--- config.mk ---
export PLATFORM = sky130hd
export DESIGN_NAME = hex_display_scanner_flat
export DESIGN_NICKNAME = d
export VERILOG_FILES = /design/src/rtl/hex_display_scanner_if.sv /design/src/rtl/hex_display_scanner.sv /design/src/flat_wrapper.sv
export SDC_FILE = /design/constraint.sdc
export NUM_CORES = 1
export LEC_CHECK = 0
export ABC_AREA = 1
export ABC_CLOCK_PERIOD_IN_PS = 2100
export CAP_MARGIN = 20
export CORE_MARGIN = 2
export CORE_UTILIZATION = 57
export DETAILED_ROUTE_END_ITERATION = 10
export PLACE_DENSITY = 0.79
export SYNTH_ARGS = -nofsm -noshare
export SYNTH_HDL_FRONTEND = slang
export SYNTH_SLANG_ARGS = --single-unit
--- constraint.sdc ---
create_clock -name clk -period 2.1 [get_ports clk]
set_input_delay 0.42 -clock clk [delete_from_list [all_inputs] [get_ports clk]]
set_output_delay 0.42 -clock clk [all_outputs]
set_load 0.03 [all_outputs]
--- src/rtl/hex_display_scanner_if.sv ---
// Bus between the hex display scanner and its neighbours.
// The master side supplies the value and load strobe. The slave side (the scanner) drives the per-slot digit outputs.
interface hex_display_scanner_if #(
    parameter int DIGITS = 4
);
    logic [4*DIGITS-1:0] value_in;
    logic                load;
    logic [3:0]          digit_hex;
    logic [DIGITS-1:0]   digit_sel;
    logic                digit_blank;
    logic                frame_tick;

    modport master (
        output value_in, load,
        input  digit_hex, digit_sel, digit_blank, frame_tick
    );

    modport slave (
        input  value_in, load,
        output digit_hex, digit_sel, digit_blank, frame_tick
    );
endinterface

--- src/rtl/hex_display_scanner.sv ---
// Time-multiplexes a latched multi-digit hex value onto a common-anode display, one digit per scan slot.
// Supports leading-zero blanking, an optional inter-digit gap and value updates only at frame boundaries.
module hex_display_scanner #(
    parameter int DIGITS        = 4,
    parameter int REFRESH_DIV   = 50000,
    parameter int GAP_CYCLES    = 1,
    parameter int BLANK_LEADING = 1
) (
    input  logic                  clk,
    input  logic                  rst,
    hex_display_scanner_if.slave  bus
);

    localparam int W    = 4 * DIGITS;
    localparam int CMAX = (REFRESH_DIV > GAP_CYCLES) ? REFRESH_DIV : GAP_CYCLES;
    localparam int PW   = (CMAX > 1) ? $clog2(CMAX) : 1;
    localparam int IW   = (DIGITS > 1) ? $clog2(DIGITS) : 1;

    localparam logic [PW-1:0] DRIVE_LAST = PW'(REFRESH_DIV - 1);
    localparam logic [PW-1:0] GAP_LAST   = PW'((GAP_CYCLES > 0) ? GAP_CYCLES - 1 : 0);
    localparam logic [IW-1:0] IDX_LAST   = IW'(DIGITS - 1);

    typedef enum logic {
        DRIVE = 1'b0,
        GAP   = 1'b1
    } state_t;

    state_t          state, state_nxt;
    logic [PW-1:0]   pres, pres_nxt;
    logic [IW-1:0]   idx, idx_nxt;
    logic            advance;
    logic            boundary;

    logic [W-1:0]    display_reg, display_nxt;
    logic [W-1:0]    pending_reg;
    logic            pending_valid;

    logic [3:0]        hex_nxt;
    logic [DIGITS-1:0] sel_nxt;
    logic              blank_nxt;

    function automatic logic [3:0] nibble(input logic [W-1:0] d, input logic [IW-1:0] i);
        return d[{i, 2'b00} +: 4];
    endfunction

    // A digit is a leading zero when it and every more-significant nibble are zero.
    function automatic logic leading_zero(input logic [W-1:0] d, input logic [IW-1:0] i);
        return (BLANK_LEADING != 0) && (i != '0) && ((d >> {i, 2'b00}) == '0);
    endfunction

    always_ff @(posedge clk) begin
        if (rst) begin
            state <= DRIVE;
            pres  <= '0;
            idx   <= '0;
        end else begin
            state <= state_nxt;
            pres  <= pres_nxt;
            idx   <= idx_nxt;
        end
    end

    always_comb begin
        state_nxt = state;
        pres_nxt  = pres + PW'(1);
        advance   = 1'b0;
        case (state)
            DRIVE: begin
                if (pres == DRIVE_LAST) begin
                    pres_nxt = '0;
                    if (GAP_CYCLES > 0) state_nxt = GAP;
                    else                advance   = 1'b1;
                end
            end
            GAP: begin
                if (pres == GAP_LAST) begin
                    pres_nxt  = '0;
                    state_nxt = DRIVE;
                    advance   = 1'b1;
                end
            end
            default: state_nxt = DRIVE;
        endcase
        idx_nxt = idx;
        if (advance) idx_nxt = (idx == IDX_LAST) ? '0 : idx + IW'(1);
        boundary = advance && (idx == IDX_LAST);
    end

    // A load coinciding with the boundary goes straight to the display; otherwise it waits in pending_reg.
    always_comb begin
        display_nxt = display_reg;
        if (boundary) begin
            if (bus.load)           display_nxt = bus.value_in;
            else if (pending_valid) display_nxt = pending_reg;
        end
    end

    always_ff @(posedge clk) begin
        if (rst) begin
            display_reg   <= '0;
            pending_reg   <= '0;
            pending_valid <= 1'b0;
        end else begin
            display_reg <= display_nxt;
            if (boundary) begin
                pending_valid <= 1'b0;
            end else if (bus.load) begin
                pending_reg   <= bus.value_in;
                pending_valid <= 1'b1;
            end
        end
    end

    // Outputs are decoded from the upcoming state so the registered outputs line up with the state they describe.
    always_comb begin
        hex_nxt   = '0;
        sel_nxt   = '1;
        blank_nxt = 1'b1;
        if (state_nxt == DRIVE && !leading_zero(display_nxt, idx_nxt)) begin
            hex_nxt          = nibble(display_nxt, idx_nxt);
            sel_nxt[idx_nxt] = 1'b0;
            blank_nxt        = 1'b0;
        end
    end

    always_ff @(posedge clk) begin
        if (rst) begin
            bus.digit_hex   <= '0;
            bus.digit_sel   <= ~(DIGITS'(1));
            bus.digit_blank <= 1'b0;
            bus.frame_tick  <= 1'b0;
        end else begin
            bus.digit_hex   <= hex_nxt;
            bus.digit_sel   <= sel_nxt;
            bus.digit_blank <= blank_nxt;
            bus.frame_tick  <= boundary;
        end
    end

endmodule
--- src/flat_wrapper.sv ---
// flat-port wrapper written by rule: the top's interface ports become plain ports
module hex_display_scanner_flat 
#(
    parameter int DIGITS        = 4,
    parameter int REFRESH_DIV   = 50000,
    parameter int GAP_CYCLES    = 1,
    parameter int BLANK_LEADING = 1
)
  (clk, rst, bus_value_in, bus_load, bus_digit_hex, bus_digit_sel, bus_digit_blank, bus_frame_tick);
  hex_display_scanner_if #(.DIGITS(DIGITS)) bus_i ();
  input  logic clk;
  input  logic rst;
  input wire logic [$bits(bus_i.value_in)-1:0] bus_value_in;
  input wire logic [$bits(bus_i.load)-1:0] bus_load;
  output wire logic [$bits(bus_i.digit_hex)-1:0] bus_digit_hex;
  output wire logic [$bits(bus_i.digit_sel)-1:0] bus_digit_sel;
  output wire logic [$bits(bus_i.digit_blank)-1:0] bus_digit_blank;
  output wire logic [$bits(bus_i.frame_tick)-1:0] bus_frame_tick;
  assign bus_i.value_in = bus_value_in;
  assign bus_i.load = bus_load;
  assign bus_digit_hex = bus_i.digit_hex;
  assign bus_digit_sel = bus_i.digit_sel;
  assign bus_digit_blank = bus_i.digit_blank;
  assign bus_frame_tick = bus_i.frame_tick;
  hex_display_scanner #(.DIGITS(DIGITS), .REFRESH_DIV(REFRESH_DIV), .GAP_CYCLES(GAP_CYCLES), .BLANK_LEADING(BLANK_LEADING)) u_core (.clk(clk), .rst(rst), .bus(bus_i));
endmodule
# Yosys cells after proc, flatten, opt, wreduce, memory -nomap -nowiden
# Index checks and enable logic that the tools add are counted.
dict set report op_classes {
  addsub 2
  n_mux 17
  eq_ne 2
  order_cmp 2
  bitwise_logic 5
  reduce_logical 11
  shifts 2
}
# operator n
set ops {}
lappend ops {{16-bit 2-to-1 mux} 5}
lappend ops {{16-bit zero test} 2}
lappend ops {{16-bit one-hot mux with 2 select lines} 1}
lappend ops {{16-bit by 1-bit adder with 16-bit output, second input constant} 1}
lappend ops {{16-bit == test, second input constant} 1}
lappend ops {{16-bit by 5-bit indexed part select with 4-bit output} 1}
lappend ops {{16-bit by 4-bit right shift with 16-bit output} 1}
lappend ops {{1-bit 2-to-1 mux} 6}
lappend ops {{1-bit logical AND} 4}
lappend ops {{2-bit 2-to-1 mux} 2}
lappend ops {{1-bit NOT} 4}
lappend ops {{4-bit NOT} 1}
lappend ops {{1-bit one-hot mux with 2 select lines} 2}
lappend ops {{2-bit OR reduction} 2}
lappend ops {{2-bit by 3-bit less-than comparator with 1-bit output, second input constant} 1}
lappend ops {{2-bit by 1-bit adder with 2-bit output, second input constant} 1}
lappend ops {{1-bit demux with 2-bit select} 1}
lappend ops {{2-bit == test, second input constant} 1}
lappend ops {{2-bit by 1-bit >= comparator with 1-bit output, second input constant} 1}
lappend ops {{2-bit AND reduction} 1}
lappend ops {{2-bit nonzero test} 1}
lappend ops {{1-bit zero test} 1}
dict set report totals {
  ff_bits 62
}

# Longest topological paths before layout
# Gate-level depths: netlist of the first run.
dict set report depth {
  depth_word 12
  ltp_mapped 18
  ltp_nobuf 18
}

# Worst setup path before layout of the first run
# No wires, ideal clock.
dict set report synth_timing {
  path_kind {reg2reg}
  from {reg u_core.pres[0]}
  to {reg u_core.bus.digit_hex[0]}
  period_less_slack_ns 1.893
  setup_ns 0.116
  required_ns 1.984
  t_arrival_ns 1.777
  path_slack_ns 0.207
  stages_incl_launch_ff 18
  path_cell_list {dfxtp_1 > inv_1 > ha_1 > nand2_2 > nor2_4 > nand2_2 > nor2_8 > nand2_4 > nand2_4 > nor2_2 > nand2_2 > nand2_2 > nor2_2 > nand2_1 > nor2_2 > nand2_4 > nand3_2 > nor2_1}
}
dict set report synth_between {
  elab_chain_len 12
  elab_cells_between_ends 20
  classes_between {eq/ne: 1; shift: 2; mux: 7; bitwise: 2; reduce/logical: 8}
}
# element line
set synth_rtl {}
lappend synth_rtl {{start: declaration} hex_display_scanner.sv:29} ;# logic [PW-1:0] pres, pres_nxt;
lappend synth_rtl {{start signal: assignment} hex_display_scanner.sv:58} ;# pres <= pres_nxt;
lappend synth_rtl {{16-bit zero test} hex_display_scanner.sv:76} ;# if (pres == GAP_LAST) begin
lappend synth_rtl {{1-bit 2-to-1 mux} hex_display_scanner.sv:76}
lappend synth_rtl {{1-bit one-hot mux with 2 select lines} hex_display_scanner.sv:67} ;# case (state)
lappend synth_rtl {{1-bit logical AND} hex_display_scanner.sv:86} ;# boundary = advance && (idx == IDX_LAST);
lappend synth_rtl {{16-bit 2-to-1 mux} hex_display_scanner.sv:92} ;# if (boundary) begin
lappend synth_rtl {{16-bit by 4-bit right shift with 16-bit output} hex_display_scanner.sv:48} ;# return (BLANK_LEADING != 0) && (i != '0) && ((d >> {i, 2'b00}) == '0);
lappend synth_rtl {{16-bit zero test} hex_display_scanner.sv:48}
lappend synth_rtl {{1-bit logical AND} hex_display_scanner.sv:48}
lappend synth_rtl {{1-bit zero test} hex_display_scanner.sv:119} ;# if (state_nxt == DRIVE && !leading_zero(display_nxt, idx_nxt)) begin
lappend synth_rtl {{1-bit logical AND} hex_display_scanner.sv:119}
lappend synth_rtl {{1-bit NOT (no line)} -}
lappend synth_rtl {{2-bit OR reduction (no line)} -}
lappend synth_rtl {{end signal: assignment} hex_display_scanner.sv:133} ;# bus.digit_hex <= hex_nxt;
lappend synth_rtl {{end: declaration} hex_display_scanner_if.sv:20} ;# output digit_hex, digit_sel, digit_blank, frame_tick
# Several ways; a longest one is shown, not always the timed one.
# A chain may end at the register's enable or synchronous reset.

# Worst setup path in the final report of the first run
dict set report layout_timing {
  from {reg u_core.pres[0]}
  to {reg u_core.bus.digit_hex[3]}
}
# Same word-level chain as after synthesis.

==> run summary, run 1 <==
Setup CP Type -> flop to flop
final worst path period share -> 1.01
FMAX -> 0.474 GHz
ant diodes -> 0
CP required -> 2340 ps
count of pins over their slew limit -> 0
Post-Syn Nets -> 485
Least-Margin Pin Slew -> 408 ps
skew final -> 8.92 ps
status -> finished, violations left
fin crit period -> 2110 ps
failing checks -> setup timing
r2r setup slk -> -10 ps
GRT Total Usage -> 0.286
worst slack at placement -> -262 ps
Setup crit end kind -> flop
synthesized instance count -> 463
Top delay family on crit path -> simple AND/OR/NAND/NOR gates
ys flop type -> dfxtp_1
Reg clk slew, reported paths -> 70 ps
worst r2r path cells -> 16
CTS tree -> yes
DR vias -> 3360
CP bufs+invs -> 2
# fillers -> 346
register area share after synthesis -> 0.385
FF-to-FF Start -> u_core.pres[0]
Slowest cell on crit path -> dfxtp_2
worst rel slew slack -> 0.728
clk_lat worst skew -> 350 ps
post-layout net count -> 570
leakage power -> 1.97 nW
DRT antenna net count -> 0
combinational share of power -> 0.112
share of layout cells above drive strength 1 -> 0.309
Post-synth EDFFs -> 0
hpwl dp -> 5480 um
routed vias/inst -> 5.38
max_cap viols -> 0
clock buffer count from CTS -> 9
initial DRC count -> 223
Max stage delay on crit path -> 320 ps
initial core utilization -> 0.588
synth unique cells -> 41
ys async rst share -> 0
Mapped Area -> 0.00322 mm^2
RD Place Congestion -> 0.867
Register Area -> 0.00125 mm^2
flops & latches, synth -> 62
post-synth top area share -> 0.385
deepest clock path buffer count -> 2
worst hold path type -> flop to flop
DR pass1 iterations -> 5
cell depth of the worst setup path -> 16
# rows -> 27
drt total wl -> 9050 um
Residual DRC -> 0
multi-input logic area -> 0.00193 mm^2
RSZ-0062 raised after global routing -> true
switching portion of total power -> 0.245
number of port buffers -> 28
critical path's most frequent cell -> nand2_1
Worst Setup Start Kind -> flop
vias in the first global route -> 3245
I/O pin count -> 29
global route total overflow -> 0
antenna violations before repair -> 0
setup TNS -> -22.6 ps
fin util -> 0.815
H-tree depth -> 3
pwr/cell area -> 578 mW/mm^2
Power Internal -> 0.00195 W
clock root cell -> clkbuf_8
P_sw -> 0.000632 W
synth top area cells -> dfxtp_1, nand2_1, nor2_1
hold path startpoint -> u_core.pending_reg[7]
Synth Area per Inst -> 6.96 um^2
Layout area overhead -> 38.5%
sequential power share -> 0.472
Clk network pwr share -> 0.416
Worst Path Arrival -> 2350 ps
CP cell instances -> inv_2 > ha_4 > nand2_4 > nor2_4 > nand4_4 > buf_12 > nand2_1 > nand2_2 > nand2_1 > o21ai_2 > nor2_1 > nand2_1 > nor2_2 > nand2_4 > nand3_4 > nor2_1
die span in y -> 79.2 um
Fin. Hold Viols -> 0
first-pass GRT wire length -> 14000 um
CTS sink cnt -> 62
largest net degree at the start of global routing -> 36
cell taking the most area after synthesis -> dfxtp_1
Critical R2R Capture -> u_core.bus.digit_hex[3]
die width -> 79.2 um
final setup fails -> 3
die area -> 0.00627 mm^2
worst hold path endpoint -> u_core.pending_reg[7]
worst-path fanout max -> 6
final setup margin -> -11.1 ps
Min-Delay Path Depth -> 2
DR WL/cell -> 14.5 um
VDD IR-drop max -> 0.000434 V
core box area -> 0.00547 mm^2
Ys Warns -> 0
## per-layer routing
metal,global-route usage,share of wire
met1,0.317,0.40
met2,0.512,0.51
met3,0.0670,0.055
met4,0.140,0.029
met5,0,0
## metrics by stage
step | hold WS (ps) | area, um^2 | instances | power [W]
final | 466 | 4460 | 625 | 0.00258
after global routing | 500 | 4460 | 625 | 0.00267
after CTS | 467 | 4170 | 614 | 0.00256
after detailed placement | 457 | 3850 | 589 | 0.00148
after global placement | 449 | 3850 | 589 | 0.00147
after floorplan | 417 | 3220 | 463 | 0.00138
## power groups by stage
stage	Sequential (W)	Combinational [W]	Clock, W
3_3_place_gp	0.00124	0.000230	0
4_1_cts	0.00122	0.000259	0.00109
5_1_grt	0.00122	0.000315	0.00114
6_report	0.00122	0.000289	0.00107
3_5_place_dp	0.00124	0.000235	0
2_1_floorplan	0.00124	0.000139	0
## cell usage after synthesis, drive strengths merged (5+ instances only)
library cell and n:
nand4 10, clkbuf 8, dfxtp 62, nand2 144, o21ai 19, inv 51
or2 6, nand3 22, nor3 5, a21oi 31, buf 8, nor2 73
## tightest hold or removal path, delay by kind of cell, from the launching register on
kind	cells	cell delay [ps]
simple gates	1	60
flops	1	310
compound gates	1	50
## cell type report
class / count / area share
Multi-Input combinational cell: 336 / 0.433
Sequential cell: 62 / 0.280
Timing Repair Buffer: 88 / 0.178
Inverter: 51 / 0.0441
Clock buffer: 13 / 0.0356
Tap cell: 72 / 0.0202
Clock inverter: 3 / 0.00954
## logic make-up (layout without fill, tap and decap cells)
logic type               Yosys count  after routing  synth area share
AND/OR/NAND/NOR                  263            265             0.389
buffers and inverters             67            155            0.0855
AO/OA/AOI/OAI                     63             63             0.115
flip-flops                        62             62             0.385
XOR/XNOR                           5              5            0.0136
adder cells (fa/ha/maj)            3              3            0.0117
## how the worst max path moves through the flow
stage	startpoint	end	slack (ps)
finish	u_core.pres[0]	u_core.bus.digit_hex[3]	-10
global route	u_core.pres[12]	u_core.bus.digit_hex[1]	-180
CTS	u_core.pres[5]	u_core.bus.digit_hex[3]	-5
detailed placement	bus_load	u_core.bus.digit_hex[3]	-260
global placement	bus_load	u_core.bus.digit_hex[3]	-190
floorplan	u_core.pres[0]	u_core.bus.digit_hex[0]	210
## layout by cell type (no fill, tap or decap), drive strengths merged, types with 2 or more instances in the layout
cell / n
nand4: 11
xor2: 3
o21ai: 19
nand3: 22
dfxtp: 62
o22ai: 3
xnor2: 2
nor2: 73
inv: 51
buf: 59
o221ai: 2
ha: 3
o211ai: 3
nand2: 145
nor3: 5
or2: 6
clkdlybuf4s50: 28
clkbuf: 14
a21oi: 31
## what timing repair did
| item | 4_1_cts | 5_1_grt |
|---|---|---|
| pin swaps | 16 | 29 |
| resized for setup | 16 | 55 |
| hold buffers | 0 | 0 |
| buffers inserted | 7 | 10 |
| setup endpoints to repair | 12 | 28 |
| gates cloned | 2 | 1 |
Power figures use the tool's default switching activity.
==> inputs of run 2 (changes only) <==
- CTS_CLUSTER_DIAMETER: default -> 200
==> results of run 2 <==
The final DEF is identical to that of run 1; final timing and power are the same.
